==> config.mk <==
export PLATFORM = sky130hd
export DESIGN_NAME = hex_to_seven_seg_flat
export DESIGN_NICKNAME = d
export VERILOG_FILES = /design/src/rtl/hex_to_seven_seg_if.sv /design/src/rtl/hex_to_seven_seg.sv /design/src/flat_wrapper.sv
export SDC_FILE = /design/constraint.sdc
export NUM_CORES = 1
export LEC_CHECK = 0
export CORE_MARGIN = 2
export CORE_UTILIZATION = 45
export CTS_BUF_LIST = sky130_fd_sc_hd__clkbuf_8
export CTS_CLUSTER_DIAMETER = 40
export DETAILED_ROUTE_END_ITERATION = 12
export DONT_BUFFER_PORTS = 1
export PLACE_DENSITY_LB_ADDON = 0.1
export RECOVER_POWER = 25
export SETUP_SLACK_MARGIN = 0.05
export SLEW_MARGIN = 0
export SYNTH_ARGS = -nofsm -noshare
export SYNTH_HDL_FRONTEND = slang
export SYNTH_SLANG_ARGS = --single-unit
==> constraint.sdc <==
create_clock -name CLK -period 3.1 [get_ports CLK]
set_input_delay 0.775 -clock CLK [delete_from_list [all_inputs] [get_ports CLK]]
set_output_delay 0.775 -clock CLK [all_outputs]
set_load 0.005 [all_outputs]
==> src/rtl/hex_to_seven_seg_if.sv <==
// Display bus between a value source (e.g. the register file) and the
// time-multiplexed seven-segment driver. The master supplies the 16-bit value;
// the slave (the driver) returns the active-low digit enables and segments.
interface hex_to_seven_seg_if;

    logic [15:0] Hex_In;         // value to show, [3:0] is the rightmost digit
    logic        dFourEn;        // leftmost digit enable, active-low
    logic        dThreeEn;       // digit enable for Hex_In[11:8], active-low
    logic        dTwoEn;         // digit enable for Hex_In[7:4], active-low
    logic        dOneEn;         // rightmost digit enable, active-low
    logic [6:0]  Seven_Seg_out;  // {g,f,e,d,c,b,a}, active-low

    // Value source side
    modport master (
        output Hex_In,
        input  dFourEn,
        input  dThreeEn,
        input  dTwoEn,
        input  dOneEn,
        input  Seven_Seg_out
    );

    // Display driver side
    modport slave (
        input  Hex_In,
        output dFourEn,
        output dThreeEn,
        output dTwoEn,
        output dOneEn,
        output Seven_Seg_out
    );

endinterface : hex_to_seven_seg_if

==> src/rtl/hex_to_seven_seg.sv <==
// Time-multiplexed driver for a 4-digit common-anode seven-segment display.
// A refresh counter holds each digit for TICKS_PER_DIGIT cycles; the digit
// select then steps 0->1->2->3->0. Enables and segments are registered
// together on the same edge so a digit never shows its neighbour's pattern.
// Hex_In is not captured: the selected nibble is decoded live every cycle.
module hex_to_seven_seg #(
    parameter int unsigned TICKS_PER_DIGIT = 50000  // legal range 1 .. 2**20
) (
    input  logic                    CLK,
    input  logic                    RST,  // synchronous, active-high
    hex_to_seven_seg_if.slave       bus
);

    // A counter of at least one bit keeps TICKS_PER_DIGIT=1 well formed; in
    // that case the counter is always at its maximum and the scan steps every
    // cycle.
    localparam int unsigned      CNT_W   = (TICKS_PER_DIGIT > 1) ? $clog2(TICKS_PER_DIGIT) : 1;
    localparam logic [CNT_W-1:0] CNT_MAX = CNT_W'(TICKS_PER_DIGIT - 1);
    localparam logic [CNT_W-1:0] CNT_ONE = CNT_W'(1);

    // Active-low enable patterns, ordered {dFourEn, dThreeEn, dTwoEn, dOneEn}
    localparam logic [3:0] EN_OFF   = 4'b1111;
    localparam logic [6:0] SEG_BLANK = 7'h7F;

    typedef enum logic [1:0] {
        DIGIT_ONE   = 2'd0,   // Hex_In[3:0],   rightmost
        DIGIT_TWO   = 2'd1,   // Hex_In[7:4]
        DIGIT_THREE = 2'd2,   // Hex_In[11:8]
        DIGIT_FOUR  = 2'd3    // Hex_In[15:12], leftmost
    } digit_e;

    // Hex nibble to active-low {g,f,e,d,c,b,a}
    function automatic logic [6:0] decode_hex(input logic [3:0] nibble);
        logic [6:0] seg;
        seg = SEG_BLANK;
        case (nibble)
            4'h0: seg = 7'h40;
            4'h1: seg = 7'h79;
            4'h2: seg = 7'h24;
            4'h3: seg = 7'h30;
            4'h4: seg = 7'h19;
            4'h5: seg = 7'h12;
            4'h6: seg = 7'h02;
            4'h7: seg = 7'h78;
            4'h8: seg = 7'h00;
            4'h9: seg = 7'h10;
            4'hA: seg = 7'h08;
            4'hB: seg = 7'h03;
            4'hC: seg = 7'h46;
            4'hD: seg = 7'h21;
            4'hE: seg = 7'h06;
            4'hF: seg = 7'h0E;
            default: seg = SEG_BLANK;
        endcase
        return seg;
    endfunction

    logic [CNT_W-1:0] r_cnt;     // cycles spent on the current digit
    digit_e           r_sel;     // digit presented on the next edge
    logic [3:0]       r_en_n;    // registered enables, active-low
    logic [6:0]       r_seg;     // registered segments, active-low

    logic [3:0]       w_nibble;  // nibble of the currently selected digit
    logic [3:0]       w_en_n;    // enable pattern for the selected digit
    logic             w_wrap;    // last cycle of the current digit

    assign w_wrap = (r_cnt == CNT_MAX);

    // Select the nibble and enable pattern for the digit being scanned
    always_comb begin
        // NOTE: every output of a combinational block gets a default first so
        // no path through the case can leave it unassigned and infer a latch.
        w_nibble = bus.Hex_In[3:0];
        w_en_n   = 4'b1110;
        case (r_sel)
            DIGIT_ONE: begin
                w_nibble = bus.Hex_In[3:0];
                w_en_n   = 4'b1110;
            end
            DIGIT_TWO: begin
                w_nibble = bus.Hex_In[7:4];
                w_en_n   = 4'b1101;
            end
            DIGIT_THREE: begin
                w_nibble = bus.Hex_In[11:8];
                w_en_n   = 4'b1011;
            end
            DIGIT_FOUR: begin
                w_nibble = bus.Hex_In[15:12];
                w_en_n   = 4'b0111;
            end
            default: begin
                w_nibble = bus.Hex_In[3:0];
                w_en_n   = 4'b1110;
            end
        endcase
    end

    // Register the display outputs and advance the refresh scan
    always_ff @(posedge CLK) begin
        // NOTE: non-blocking assignments here so every register samples the
        // pre-edge values; r_sel feeds the mux above and must not update early.
        if (RST) begin
            r_cnt  <= '0;
            r_sel  <= DIGIT_ONE;
            r_en_n <= EN_OFF;
            r_seg  <= SEG_BLANK;
        end else begin
            r_en_n <= w_en_n;
            r_seg  <= decode_hex(w_nibble);
            if (w_wrap) begin
                r_cnt <= '0;
                r_sel <= digit_e'(r_sel + 2'd1);
            end else begin
                r_cnt <= r_cnt + CNT_ONE;
            end
        end
    end

    assign bus.dFourEn       = r_en_n[3];
    assign bus.dThreeEn      = r_en_n[2];
    assign bus.dTwoEn        = r_en_n[1];
    assign bus.dOneEn        = r_en_n[0];
    assign bus.Seven_Seg_out = r_seg;

endmodule : hex_to_seven_seg

==> src/flat_wrapper.sv <==
// flat-port wrapper written by rule: the top's interface ports become plain ports
module hex_to_seven_seg_flat 
#(
    parameter int unsigned TICKS_PER_DIGIT = 50000                           
)
  (CLK, RST, bus_Hex_In, bus_dFourEn, bus_dThreeEn, bus_dTwoEn, bus_dOneEn, bus_Seven_Seg_out);
  hex_to_seven_seg_if bus_i ();
  input  logic CLK;
  input  logic RST;
  input wire logic [$bits(bus_i.Hex_In)-1:0] bus_Hex_In;
  output wire logic [$bits(bus_i.dFourEn)-1:0] bus_dFourEn;
  output wire logic [$bits(bus_i.dThreeEn)-1:0] bus_dThreeEn;
  output wire logic [$bits(bus_i.dTwoEn)-1:0] bus_dTwoEn;
  output wire logic [$bits(bus_i.dOneEn)-1:0] bus_dOneEn;
  output wire logic [$bits(bus_i.Seven_Seg_out)-1:0] bus_Seven_Seg_out;
  assign bus_i.Hex_In = bus_Hex_In;
  assign bus_dFourEn = bus_i.dFourEn;
  assign bus_dThreeEn = bus_i.dThreeEn;
  assign bus_dTwoEn = bus_i.dTwoEn;
  assign bus_dOneEn = bus_i.dOneEn;
  assign bus_Seven_Seg_out = bus_i.Seven_Seg_out;
  hex_to_seven_seg #(.TICKS_PER_DIGIT(TICKS_PER_DIGIT)) u_core (.CLK(CLK), .RST(RST), .bus(bus_i));
endmodule
==> flow_summary.ini <==
[die]
die_y_um = 61.6
ioPinCount = 29
die-width_um = 61.6
core_area_mm2 = 0.00310
dieArea_mm2 = 0.00379
rows = 20
initial_core_util_pct = 48.1

[clock_network]
htreeDepth = 2
cts_resized = 0
cts_root_buffer = clkbuf_8
cts_tree = built
clockBufferDepth = 2
cts_sinks = 29
post_cts_buffers = 0
cts_buffers = 5
hold_buffers = 0
path_clk_slew_ns = 0.06
worstSkewPairLatency_ns = 0.28

[placement]
dp_slack_ns = 0.836
placed_area_mm2 = 0.00151
gpl.final_weighted_congestion = 0.750
portBuffers = 0
place_hpwl_mm = 1.90

[finish]
seqCellArea_um2 = 581
antenna_cells = 0
fin_area_mm2 = 0.00160
areaGrowthSynthToFinish_pct = 7.12
multiInputGateArea_um2 = 836
layout-drive-gt1-share_pct = 8.13
post-route-util_pct = 51.5
nFillCells = 302
nets = 189

[grt]
grt.met2_usage_pct = 23.5
grt_pass1_vias = 1003
antenna_found_initial = 0
grt_max_degree = 19
top_usage_layer = met2
global_route.usage.met3_pct = 4.83
track_usage_pct = 16.5
overflow = 0
grtUsageMet1_pct = 21.7
grt_first_pass_wirelength_mm = 4.47

[worst_hold_path]
hold_path_class = reg2reg

[synthesis]
synth-edff-count = 0
synth_area_per_cell_um2 = 9.39
yosys_warnings = 0
async_flop_share_pct = 0
ys_seq_area_share_pct = 38.9
syn_nets = 188
synth_flop_cell = dfxtp_1
syn_inst = 159
synth_seq_cells = 29
synth_area_mm2 = 0.00149
ys_types = 36

[worst_setup_path]
crit_path_end_kind = flip-flop
path_class = reg2reg
cp_max_fo = 6
arrival_ns = 2.32
cp-start-kind = flip-flop
cp.required_ns = 3.27

[route]
drt_wl_total_mm = 2.66
route.vias.total = 1110
drtIter0Drc = 41
vias_per_cell = 5.44
avgRoutedWirePerCell_um = 13.0
final_antenna_net_count = 0
drt_pass1_iterations = 6
drc_errors = 0

[timing]
layout_min_cycle_time_ns = 2.16
timing.fmax_mhz = 464
finalHoldViolCount = 0
rsz0062_at_grt = no
fin_skew_ns = 0.00646
post-route-period-util_pct = 69.5
setup_violations = 0
worst_slew_pin_slew_ns = 0.696
slew_viol_final = 0
relSlewSlack_pct = 52.3
setup_tns_ns = 0
worst_slack_ns = 0.945

[run_status]
status = finished clean

[pwr]
power_density_mw_per_mm2 = 469
p_leak_nw = 0.625
vdd_ir_drop_max_uv = 234

[flow_run]
max_cap_violations = 0
[cell usage in the layout (no fill, tap or decap), types with 2 or more instances in the layout]
cell type  Yosys  final
clkbuf_8       0      6
nor2_1        20     20
nand4_1        6      6
nand3_1        6      6
a21oi_1        3      3
mux2_2         5      5
a31oi_1        3      3
o21ai_0        5      5
xnor2_1        9      9
mux2i_1        7      7
or3_1          2      2
nand2b_1       4      4
a222oi_1       4      4
ha_1          11     11
and3_1         2      2
or4b_1         2      2
dfxtp_1       29     29
nor3_1         4      4
xor2_1         4      4
nand2_1        2      2
and2_1         2      2
inv_1         11     12
[report_power, final]
part / internal [mW] / switching, mW / total (mW)
Clock: 0.172 / 0.138 / 0.311
Combinational: 0.0211 / 0.0260 / 0.0471
Sequential: 0.385 / 0.00671 / 0.392
Total: 0.579 / 0.171 / 0.750
[worst max-delay path: stages (launching register included)]
cell      delay [ns]
dfxtp_1         0.38
inv_1           0.08
ha_1            0.24
a222oi_1        0.33
mux2_2          0.29
inv_1           0.09
ha_1            0.25
nor4b_1         0.31
a211oi_1        0.08
[cell families after synthesis]
logic type | count (synthesis) | share of synthesized area (%)
AND/OR/NAND/NOR | 57 | 21.3
flip-flops | 29 | 38.9
AO/OA/AOI/OAI | 20 | 9.39
buffers and inverters | 17 | 5.11
XOR/XNOR | 13 | 7.63
multiplexers | 12 | 8.47
adder cells (fa/ha/maj) | 11 | 9.22
[cell type report]
cell class	count	share of cell area [%]
multi-input cells	113	52.3
inverters	11	2.58
clock buffers	6	5.16
well taps	44	3.44
clock inverters	1	0.235
flip-flops and latches	29	36.3
[per-layer routing]
layer	share of wire, %	up-vias
li1	-	572
met1	50	514
met2	44	17
met3	3.4	7
met4	2.6	0
met5	0	-
[flip-flops by register name, indices dropped and copies added, names as in the netlist]
signal                    flops
u_core.r_en_n                 4
u_core.bus.Seven_Seg_out      7
u_core.r_sel                  2
u_core.r_cnt                 16
[metrics by stage]
stage               hold WS (ns)  power (mW)  std cells
CTS                        0.451       0.758        204
finish                     0.443       0.750        204
global placement           0.424       0.447        197
global route               0.486       0.779        204
detailed placement         0.443       0.447        197
floorplan                  0.411       0.443        159
[worst paths after layout]
check | cells past startpoint | startpoint | slack [ns] | to
hold / removal | 1 | u_core.r_cnt[0] | 0.44 | u_core.r_cnt[0]
setup reg to reg | 8 | u_core.r_sel[1] | 0.94 | u_core.bus.Seven_Seg_out[0]
hold reg to reg | 1 | u_core.r_cnt[0] | 0.44 | u_core.r_cnt[0]
setup / recovery | 8 | u_core.r_sel[1] | 0.94 | u_core.bus.Seven_Seg_out[0]
[cell usage after synthesis, types with 2 or more instances]
library cell	instances	area share [%]
dfxtp_1	29	39
nor2_1	20	5.0
ha_1	11	9.2
inv_1	11	2.8
xnor2_1	9	5.3
mux2i_1	7	4.7
nand3_1	6	2.0
nand4_1	6	2.5
mux2_2	5	3.8
o21ai_0	5	1.7
a222oi_1	4	2.7
clkbuf_1	4	1.0
nand2b_1	4	1.7
nor3_1	4	1.3
xor2_1	4	2.3
a21oi_1	3	1.0
a31oi_1	3	1.3
and2_1	2	0.84
and3_1	2	0.84
nand2_1	2	0.50
or3_1	2	0.84
or4b_1	2	1.3
Note: power is estimated with default switching activity, not from simulation.
